--- config.mk ---
export PLATFORM = sky130hd
export DESIGN_NAME = cache_refill_ctrl
export DESIGN_NICKNAME = d
export VERILOG_FILES = /design/src/rtl/cache_refill_ctrl.sv
export SDC_FILE = /design/constraint.sdc
export NUM_CORES = 1
export LEC_CHECK = 0
export CAP_MARGIN = 20
export CORE_MARGIN = 10
export CORE_UTILIZATION = 30
export CTS_CLUSTER_DIAMETER = 100
export DETAILED_ROUTE_END_ITERATION = 8
export GPL_TIMING_DRIVEN = 0
export PLACE_DENSITY = 0.71
export SLEW_MARGIN = 25
export SYNTH_ARGS = -nofsm -noshare
export SYNTH_HDL_FRONTEND = slang
export SYNTH_SLANG_ARGS = --single-unit
--- constraint.sdc ---
create_clock -name clk_i -period 2 [get_ports clk_i]
set_clock_uncertainty 0.15 [all_clocks]
set_input_delay 0.4 -clock clk_i [delete_from_list [all_inputs] [get_ports clk_i]]
set_output_delay 0.4 -clock clk_i [all_outputs]
set_load 0.05 [all_outputs]
--- src/rtl/cache_refill_ctrl.sv ---
// Cache line refill engine: fetches one line byte-by-byte from backing memory,
// critical byte first, and writes each byte into the line array through a fill port.
module cache_refill_ctrl #(
    parameter  int ADDR_W     = 32,
    parameter  int DATA_W     = 8,
    parameter  int LINE_BYTES = 8,
    localparam int OFF_W      = $clog2(LINE_BYTES)
) (
    input  logic              clk_i,
    input  logic              rst_i,
    input  logic              miss_valid_i,
    output logic              miss_ready_o,
    input  logic [ADDR_W-1:0] miss_addr_i,
    output logic              mem_req_valid_o,
    input  logic              mem_req_ready_i,
    output logic [ADDR_W-1:0] mem_req_addr_o,
    input  logic              mem_rsp_valid_i,
    input  logic [DATA_W-1:0] mem_rsp_data_i,
    output logic              fill_we_o,
    output logic [ADDR_W-1:0] fill_addr_o,
    output logic [OFF_W-1:0]  fill_idx_o,
    output logic [DATA_W-1:0] fill_data_o,
    output logic              crit_o,
    output logic              fill_done_o,
    output logic              busy_o
);

    // Handshakes: a transfer happens on a rising edge where valid and ready are
    // both high; the requester holds valid and its payload stable until then.
    typedef enum logic [1:0] {
        S_IDLE = 2'd0,
        S_REQ  = 2'd1,
        S_WAIT = 2'd2,
        S_DONE = 2'd3
    } state_t;

    state_t state_q, state_d;

    logic [ADDR_W-1:0] base_q;
    logic [OFF_W-1:0]  cnt_q;
    logic [OFF_W-1:0]  beat_q;
    logic              fill_we_q;
    logic [OFF_W-1:0]  fill_idx_q;
    logic [DATA_W-1:0] fill_data_q;
    logic              crit_q;
    logic              fill_done_q;

    logic miss_accept;
    logic rsp_take;
    logic last_beat;

    assign last_beat = (beat_q == OFF_W'(LINE_BYTES - 1));

    always_ff @(posedge clk_i) begin
        if (rst_i) begin
            state_q <= S_IDLE;
        end else begin
            state_q <= state_d;
        end
    end

    always_comb begin
        state_d     = state_q;
        miss_accept = 1'b0;
        rsp_take    = 1'b0;
        case (state_q)
            S_IDLE: begin
                if (miss_valid_i) begin
                    miss_accept = 1'b1;
                    state_d     = S_REQ;
                end
            end
            S_REQ: begin
                if (mem_req_ready_i) begin
                    state_d = S_WAIT;
                end
            end
            S_WAIT: begin
                if (mem_rsp_valid_i) begin
                    rsp_take = 1'b1;
                    state_d  = last_beat ? S_DONE : S_REQ;
                end
            end
            S_DONE: begin
                state_d = S_IDLE;
            end
            default: begin
                state_d = S_IDLE;
            end
        endcase
    end

    // Offset counter is only OFF_W wide, so it wraps inside the line and never
    // carries into the base address.
    always_ff @(posedge clk_i) begin
        if (rst_i) begin
            base_q      <= '0;
            cnt_q       <= '0;
            beat_q      <= '0;
            fill_we_q   <= 1'b0;
            fill_idx_q  <= '0;
            fill_data_q <= '0;
            crit_q      <= 1'b0;
            fill_done_q <= 1'b0;
        end else begin
            fill_we_q   <= 1'b0;
            crit_q      <= 1'b0;
            fill_done_q <= 1'b0;
            if (miss_accept) begin
                base_q <= {miss_addr_i[ADDR_W-1:OFF_W], {OFF_W{1'b0}}};
                cnt_q  <= miss_addr_i[OFF_W-1:0];
                beat_q <= '0;
            end
            if (rsp_take) begin
                fill_we_q   <= 1'b1;
                fill_idx_q  <= cnt_q;
                fill_data_q <= mem_rsp_data_i;
                crit_q      <= (beat_q == '0);
                fill_done_q <= last_beat;
                cnt_q       <= cnt_q + 1'b1;
                beat_q      <= beat_q + 1'b1;
            end
        end
    end

    assign miss_ready_o    = (state_q == S_IDLE);
    assign busy_o          = (state_q != S_IDLE);
    assign mem_req_valid_o = (state_q == S_REQ);
    assign mem_req_addr_o  = base_q | {{(ADDR_W-OFF_W){1'b0}}, cnt_q};

    assign fill_we_o   = fill_we_q;
    assign fill_addr_o = base_q;
    assign fill_idx_o  = fill_idx_q;
    assign fill_data_o = fill_data_q;
    assign crit_o      = crit_q;
    assign fill_done_o = fill_done_q;

endmodule

==> results of run 1 <==
[critical path: cells and delay by family, from the launching register on]
family | cells | cell delay (ns)
AND/OR/NAND/NOR | 1 | 0.12
buffers and inverters | 2 | 0.57
flip-flops | 1 | 0.36
[layout by cell type (no fill, tap or decap), types with 2 or more instances in the layout]
cell type	instances
o21ai_0	4
dlygate4sd2_1	75
clkbuf_8	5
clkdlybuf4s50_1	43
nand2_1	24
buf_8	3
inv_1	6
dfxtp_1	51
clkbuf_1	4
and2_1	2
nor2_2	5
conb_1	3
a21oi_1	17
bufinv_16	2
buf_4	32
nand3b_1	3
ha_1	4
buf_2	7
nor2_1	30
mux2i_1	30
[metrics by stage]
| stage | util (%) | setup slack [ns] | hold slack (ns) |
|---|---|---|---|
| floorplan | - | 0.147 | 0.273 |
| finish | 49.9 | 0.104 | 0.260 |
| CTS | 49.9 | 0.0281 | 0.259 |
| global placement | 49.4 | -0.130 | 0.292 |
| global route | 49.9 | 0.0272 | 0.330 |
| detailed placement | 49.4 | -0.129 | 0.296 |
[per-layer routing]
metal	track usage [%]	up-vias	part of all wire [%]
met3	6.52	5	12
met5	0	-	0
li1	-	986	-
met1	12.5	894	42
met2	18.4	83	45
met4	2.03	0	0.53
[path summary, 6_finish.rpt]
path / from / endpoint / depth (start not counted)
worst max-delay path: state_q[0]$_SDFFE_PP0P_ / miss_ready_o / 3
worst min-delay path: rst_i / fill_we_o$_SDFF_PP0_ / 2
worst max register to register: state_q[1]$_SDFFE_PP0P_ / fill_addr_o[26]$_SDFFE_PP0P_ / 5
worst min register to register: fill_idx_o[2]$_SDFFE_PP0P_ / fill_idx_o[2]$_SDFFE_PP0P_ / 2
[power by group through the flow]
stage               registers, mW  logic [mW]  clock network [mW]
floorplan                    1.31       0.426                   0
global placement             1.13       0.913                   0
detailed placement           1.14       0.922                   0
CTS                          1.11       0.856               0.871
global route                 1.12       0.896               0.906
finish                       1.11       0.843               0.843
[cell families after synthesis]
logic type,after synthesis,synth area share [%]
simple gates,69,14.4
fa+ha+maj,4,2.25
flops,51,46.0
compound gates,27,7.27
other cells,1,0.169
mux,30,13.5
buf+inv,52,16.4
[final cells by class]
class                   instances  area (sq um)
clock buffers                   6          72.6
repair buffers                121          1110
fillers                       738          3620
inverters                       6          22.5
flip-flops and latches         51          1020
clock inverters                 2          60.1
well taps                      99           124
plain buffers                  46           342
multi-input cells             133           845
[what timing repair did]
action,in CTS,in global routing
gates cloned,0,0
gates resized for setup,86,3
setup endpoints to repair,78,2
[state kept, by name, summed over array words and instances, names as in the netlist]
name and flops:
state_q 2, fill_addr_o 29, beat_q 3, fill_idx_o 3, crit_o 1, fill_done_o 1, fill_data_o 8, fill_we_o 1
cnt_q 3
==> results_dict.tcl, run 1 <==
set metrics [dict create \
    status "finished, final reports clean" \
    ys_seq_area_share_pct 46.0 \
    worst-path-max-fanout 10 \
    async_flop_share_pct 0 \
    via_per_inst 4.24 \
    numCtsBuffers 5 \
    syn_inst 234 \
    ir_drop_mv 0.266 \
    antenna_found_initial 0 \
    wl_per_cell_microns 13.7 \
    fin_area_sq_mm 0.00360 \
    hp-class "in2reg" \
    p_leak_nw 1.82 \
    cts_tree "done" \
    crit_chain "buf_2 > nor2_2 > clkdlybuf4s15_2" \
    slew_headroom_pct 63.7 \
    synth_commonest_cells "dfxtp_1 (51), buf_4 (32), nor2_1 (31), mux2i_1 (30), nand2_1 (24)" \
    rsz0062_at_grt "no" \
    fin_nets 413 \
    place_inst 456 \
    first_global_vias 2051 \
    power_density_mw_per_mm2 777 \
    placed_cell_area_sq_mm 0.00356 \
    syn_avg_cell_area_sq_um 9.49 \
    drive_gt1_share_pct 17.3 \
    switchingPower_mw 0.915 \
    synth_most_common_cell "dfxtp_1" \
    row_count 31 \
    die-width_microns 106 \
    ant_nets 0 \
    core_area_sq_mm 0.00721 \
    clk_latency_ns 0.30 \
    period_share_pct 94.8 \
    vias 1968 \
    cp_slowest_stage_delay_ns 0.38 \
    cts.sinks 51 \
    clkPwrFrac_pct 30.1 \
    layoutNonFillerInstCount 464 \
    synth_edf_count 0 \
    cts_max_level 2 \
    intPower_mw 1.88 \
    total_power_mw 2.80 \
    setup.worst_path.class "reg2out" \
    gr-usage-all-layers_pct 11.2 \
    synth_area_leaders "dfxtp_1 (46%), mux2i_1 (14%), buf_4 (11%)" \
    cp-start-kind "flop" \
    setup_viol 0 \
    yosys_warnings 0 \
    gp_congestion 0.712 \
    drt-total-wl_microns 6380 \
    synth_ff_type "dfxtp_1" \
    syn_area_sq_mm 0.00222 \
    period_minus_slack_ns 1.90 \
    p_comb_share_pct 30.2 \
    pwr-share-seq_pct 39.7 \
    required_ns 1.45 \
    synth_seq_cells 51 \
    clock_path_buffers 2 \
    portBuffers 121 \
    grt_pass1_wl_microns 10400 \
    path_clk_slew_ns 0.10 \
    arrival_ns 1.35 \
    grt_max_degree 16 \
    initial_core_util_pct 30.8 \
    critPathCaptureType "primary output" \
    overflow 0 \
    antenna_cells 0 \
    finalHoldViolCount 0 \
    drv_cap 0 \
    drv_slew 0 \
    drt_iter0_drc 37 \
    fp.dieH_microns 106 \
    area_growth_pct 62.1 \
    ctsRootBufferMaster "clkbuf_8" \
    design.die.area_sq_mm 0.0112 \
    ios 126 \
    ys_types 29 \
    tns_ns 0 \
    drc 0 \
    post-dp-hpwl_microns 5110 \
    ctsHoldBuffers 0 \
    cp_slowest_cell "clkdlybuf4s15_2" \
    synth_top_area_share_pct 46.0 \
    synth.largest_area_cell "dfxtp_1" \
    post_cts_buffers 0 \
    rrSetupSlack_ns 0.40 \
    max_freq_ghz 0.527 \
    dr.pass1.iters 4 \
    p_sw_share_pct 32.7 \
    tightest_slew_ns 0.546 \
]
Note: power is estimated with default switching activity, not from simulation.
==> run 2, diff against run 1 <==
GPL_TIMING_DRIVEN = default   (was 0)
==> run 2 against run 1 <==
Compared with the run above:
- routed wire length is 6.0% lower
- sequential power hardly changed
- worst setup slack gained 0.084 ns
- largest power group unchanged
==> results_dict.tcl, run 2 (synthesis results as in run 1) <==
set metrics [dict create \
    power_density_mw_per_mm2 778 \
    slew_headroom_pct 63.0 \
    area_growth_pct 45.6 \
    holdWs_ns 0.310 \
    post-dp-hpwl_microns 4760 \
    cts_tree "done" \
    drv_cap 0 \
    path_clk_slew_ns 0.09 \
    ir_drop_mv 0.365 \
    arrival_ns 1.26 \
    clk_latency_ns 0.30 \
    drc 0 \
    startpoint "state_q[1]$_SDFFE_PP0P_" \
    drt-total-wl_microns 5990 \
    final_common_cell "buf_4" \
    tns_ns 0 \
    critPathCapture "mem_req_valid_o" \
    total_power_mw 2.52 \
    tightest_slew_ns 0.555 \
    initial_core_util_pct 30.8 \
    core_area_sq_mm 0.00721 \
    worst-path-max-fanout 9 \
    critPathCaptureType "primary output" \
    crit_buf_inv 1 \
    fin_nets 377 \
    critPathTopFamily "flip-flops" \
    status "finished, final reports clean" \
    cp_slowest_stage_delay_ns 0.54 \
    drt_iter0_drc 57 \
    first_global_vias 1927 \
    rsz0062_at_grt "no" \
    setup_viol 0 \
    gr-usage-all-layers_pct 10.3 \
    gp_congestion 0.701 \
    wl_per_cell_microns 14.0 \
    fp.dieH_microns 106 \
    die-width_microns 106 \
    required_ns 1.45 \
    via_per_inst 4.22 \
    finalHoldViolCount 0 \
    clock_path_buffers 2 \
    largest_reg_flops 29 \
    cts_max_level 2 \
    dr.pass1.iters 4 \
    ctsResizeCount 0 \
    portBuffers 122 \
    cp.depth 2 \
    grt_max_degree 29 \
    hp-class "reg2reg" \
    max_freq_ghz 0.552 \
    ff2ff_path_depth 4 \
    place_ws_ns 0.0185 \
    drive_gt1_share_pct 31.9 \
    grt_pass1_wl_microns 9760 \
    antenna_found_initial 0 \
    post_cts_buffers 0 \
    vias 1806 \
    ctsHoldBuffers 0 \
    cts.sinks 51 \
    p_leak_nw 1.46 \
    final_cell_mix "buf_4 (83), dfxtp_1 (51), clkdlybuf4s50_1 (43)" \
    setup.worst_path.class "reg2out" \
    timing.rr.start "state_q[0]$_SDFFE_PP0P_" \
    ios 126 \
    reg2reg_to "fill_addr_o[26]$_SDFFE_PP0P_" \
    rrSetupSlack_ns 0.45 \
    overflow 0 \
    crit_chain "and2b_2 > buf_12" \
    cp-start-kind "flop" \
    setup_ws_ns 0.188 \
    ant_nets 0 \
    antenna_cells 0 \
    row_count 31 \
    period_minus_slack_ns 1.81 \
    period_share_pct 90.6 \
    cp_slowest_cell "dfxtp_1" \
    design.die.area_sq_mm 0.0112 \
    drv_slew 0 \
    numCtsBuffers 5 \
    ctsRootBufferMaster "clkbuf_8" \
]
[run 2: cell types whose count changed in the layout (fill, tap and decap cells not counted), sizes merged]
cell	delta
dlygate4sd2	-75
buf	+44
clkinv	+1
clkbuf	-3
clkdlybuf4s15	-1
bufinv	-2
[run 2: metrics by stage]
step / std cells / area (sq um) / util, %
5_1_grt: 428 / 3230 / 44.8
6_report: 428 / 3230 / 44.8
3_3_place_gp: 420 / 3150 / 43.7
4_1_cts: 428 / 3230 / 44.8
3_5_place_dp: 420 / 3150 / 43.7
2_1_floorplan: 236 / 2230 / -
[run 2: report_power, final]
group          total [mW]  internal (mW)  switching [mW]
registers            1.12           1.07          0.0506
clock network       0.573          0.247           0.326
logic               0.822          0.306           0.516
total                2.52           1.62           0.892
[run 2: worst min path at each step]
stage,from,to,slack [ns],cells past startpoint
2_1_floorplan,beat_q[2]$_SDFFE_PP0P_,crit_o$_SDFF_PP0_,0.27,1
3_3_place_gp,fill_data_o[2]$_SDFFE_PP0P_,fill_data_o[2]$_SDFFE_PP0P_,0.29,2
3_5_place_dp,fill_data_o[4]$_SDFFE_PP0P_,fill_data_o[4]$_SDFFE_PP0P_,0.30,2
4_1_cts,fill_data_o[4]$_SDFFE_PP0P_,fill_data_o[4]$_SDFFE_PP0P_,0.31,2
5_1_grt,fill_idx_o[2]$_SDFFE_PP0P_,fill_idx_o[2]$_SDFFE_PP0P_,0.33,2
6_report,fill_idx_o[0]$_SDFFE_PP0P_,fill_idx_o[0]$_SDFFE_PP0P_,0.31,2
[run 2: tightest hold or removal path, delay by kind of cell, from the launching register on]
kind,cells,cell delay (ns)
flip-flops,1,0.32
AND/OR/NAND/NOR,1,0.05
AO/OA/AOI/OAI,1,0.05
[run 2: routing by layer]
layer  vias up  wire length [microns]  GRT usage (%)
li1        913                      -              -
met1       807                   2610           11.9
met2        82                   2680           16.6
met3         4                    673           5.50
met4         0                     31           2.32
met5         -                      0              0
[run 2: cell type report]
| type | count | area [sq um] |
|---|---|---|
| multi-input cells | 133 | 845 |
| clock buffers | 7 | 76.3 |
| fillers | 715 | 3980 |
| clock inverters | 1 | 5.00 |
| flip-flops and latches | 51 | 1020 |
| inverters | 6 | 22.5 |
| repair buffers | 131 | 1140 |
| well taps | 99 | 124 |
==> run 3, diff against run 2 <==
CORE_ASPECT_RATIO = 0.8   (was default)
CORE_MARGIN = 5   (was 10)
clock period = 2.3 ns   (was 2 ns; I/O delays follow)
==> run 3 against run 2 <==
Compared with the run above:
- worst hold slack better by 0.00081 ns
- first-iteration DRC count down 19%
- core utilization up 1.3 points
- via count rose by 0.22%
- clock power decreased by 2%
- cell area is 3.9% higher
- non-clock buffer count decreased by 4
- worst setup slack got worse by 0.060 ns
- critical path type unchanged
==> results_dict.tcl, run 3 (synthesis results as in run 1) <==
set metrics [dict create \
    status "finished, final reports clean" \
    placed_cell_area_sq_mm 0.00326 \
    p_leak_nw 1.30 \
    post-dp-hpwl_microns 4270 \
    place_inst 407 \
    antenna_cells 0 \
    portBuffers 122 \
    largest_reg_flops 29 \
    multi_input_area_sq_um 842 \
    setup.worst_path.class "reg2out" \
    crit_buf_inv 1 \
    antenna_found_initial 0 \
    path_clk_slew_ns 0.09 \
    clock_path_buffers 2 \
    drv_cap 0 \
    hp-class "reg2reg" \
    fin_nets 373 \
    initial_core_util_pct 30.5 \
    worst-path-max-fanout 5 \
    fp.dieH_microns 86.9 \
    dr.pass1.iters 4 \
    ir_drop_mv 0.255 \
    cp_slowest_cell "clkdlybuf4s50_1" \
    die-width_microns 106 \
    arrival_ns 1.56 \
    drt-total-wl_microns 5620 \
    cts.sinks 51 \
    tns_ns 0 \
    fin_util_pct 46.1 \
    fin_area_sq_mm 0.00336 \
    drive_gt1_share_pct 8.00 \
    rsz0062_at_grt "no" \
    cp-start-kind "flop" \
    row_count 28 \
    critPathCaptureType "primary output" \
    first_global_vias 1913 \
    critPathTopFamily "buffers and inverters" \
    clk_latency_ns 0.30 \
    fill_cells 719 \
    area_growth_pct 51.2 \
    grt_max_degree 27 \
    drv_slew 0 \
    vias 1810 \
    period_share_pct 94.5 \
    cts_max_level 2 \
    power_density_mw_per_mm2 672 \
    post_cts_buffers 0 \
    slew_headroom_pct 65.0 \
    period_minus_slack_ns 2.17 \
    numCtsBuffers 5 \
    overflow 0 \
    cp_slowest_stage_delay_ns 0.84 \
    setup_viol 0 \
    wl_per_cell_microns 13.5 \
    via_per_inst 4.36 \
    gp_congestion 0.670 \
    grt_pass1_wl_microns 9030 \
    max_freq_ghz 0.460 \
    crit_chain "clkdlybuf4s50_1" \
    cts_tree "done" \
    tightest_slew_ns 0.523 \
    final_common_cell "clkdlybuf4s50_1" \
    drc 0 \
    design.die.area_sq_mm 0.00923 \
    required_ns 1.69 \
    layoutNonFillerInstCount 415 \
    core_area_sq_mm 0.00729 \
    drt_iter0_drc 46 \
    ios 126 \
    ctsHoldBuffers 0 \
    ant_nets 0 \
    regArea_sq_mm 0.00102 \
    ctsRootBufferMaster "clkbuf_8" \
    ctsResizeCount 0 \
    finalHoldViolCount 0 \
    gr-usage-all-layers_pct 12.2 \
    final_cell_mix "clkdlybuf4s50_1 (118), dfxtp_1 (51), nor2_1 (31)" \
]
==> run 3: cell count changes in the layout (fill, tap and decap cells not counted), sizes merged <==
cell | before | now
clkbuf | 7 | 8
clkinv | 1 | 0
clkdlybuf4s50 | 43 | 118
buf | 88 | 9
==> run 3: path summary, 6_finish.rpt <==
check        cells after the start  slack, ns                         from                          end
min reg2reg                      2       0.31  fill_data_o[3]$_SDFFE_PP0P_  fill_data_o[3]$_SDFFE_PP0P_
max                              1       0.13        cnt_q[0]$_SDFFE_PP0P_            mem_req_addr_o[0]
max reg2reg                      4       0.65      state_q[0]$_SDFFE_PP0P_  fill_data_o[5]$_SDFFE_PP0P_
min                              2       0.31  fill_data_o[3]$_SDFFE_PP0P_  fill_data_o[3]$_SDFFE_PP0P_
==> run 3: where the power goes <==
part / total [mW] / switching [mW] / internal, mW
logic: 0.718 / 0.442 / 0.275
registers: 0.975 / 0.0443 / 0.930
clock network: 0.564 / 0.289 / 0.275
==> run 3: final cells by class <==
class,count,area share [%]
timing repair buffer,127,37.5
sequential,51,30.4
multi-input combinational,133,25.1
tap,90,3.35
clock buffer,8,2.98
inverter,6,0.671
==> run 3: metal layers <==
metal	part of all wire (%)	vias up	track usage, %
met5	0	-	0
met4	0.96	0	3.88
met3	9.2	5	5.34
met2	46	72	19.5
met1	44	827	14.8
li1	-	906	-
==> run 3: through the flow <==
step | setup slack (ns) | hold slack, ns | total power [mW]
detailed placement | 0.137 | 0.300 | 1.72
finish | 0.127 | 0.311 | 2.26
global placement | 0.204 | 0.293 | 1.71
global route | 0.103 | 0.331 | 2.36
CTS | 0.120 | 0.315 | 2.29
floorplan | 0.0644 | 0.273 | 1.51
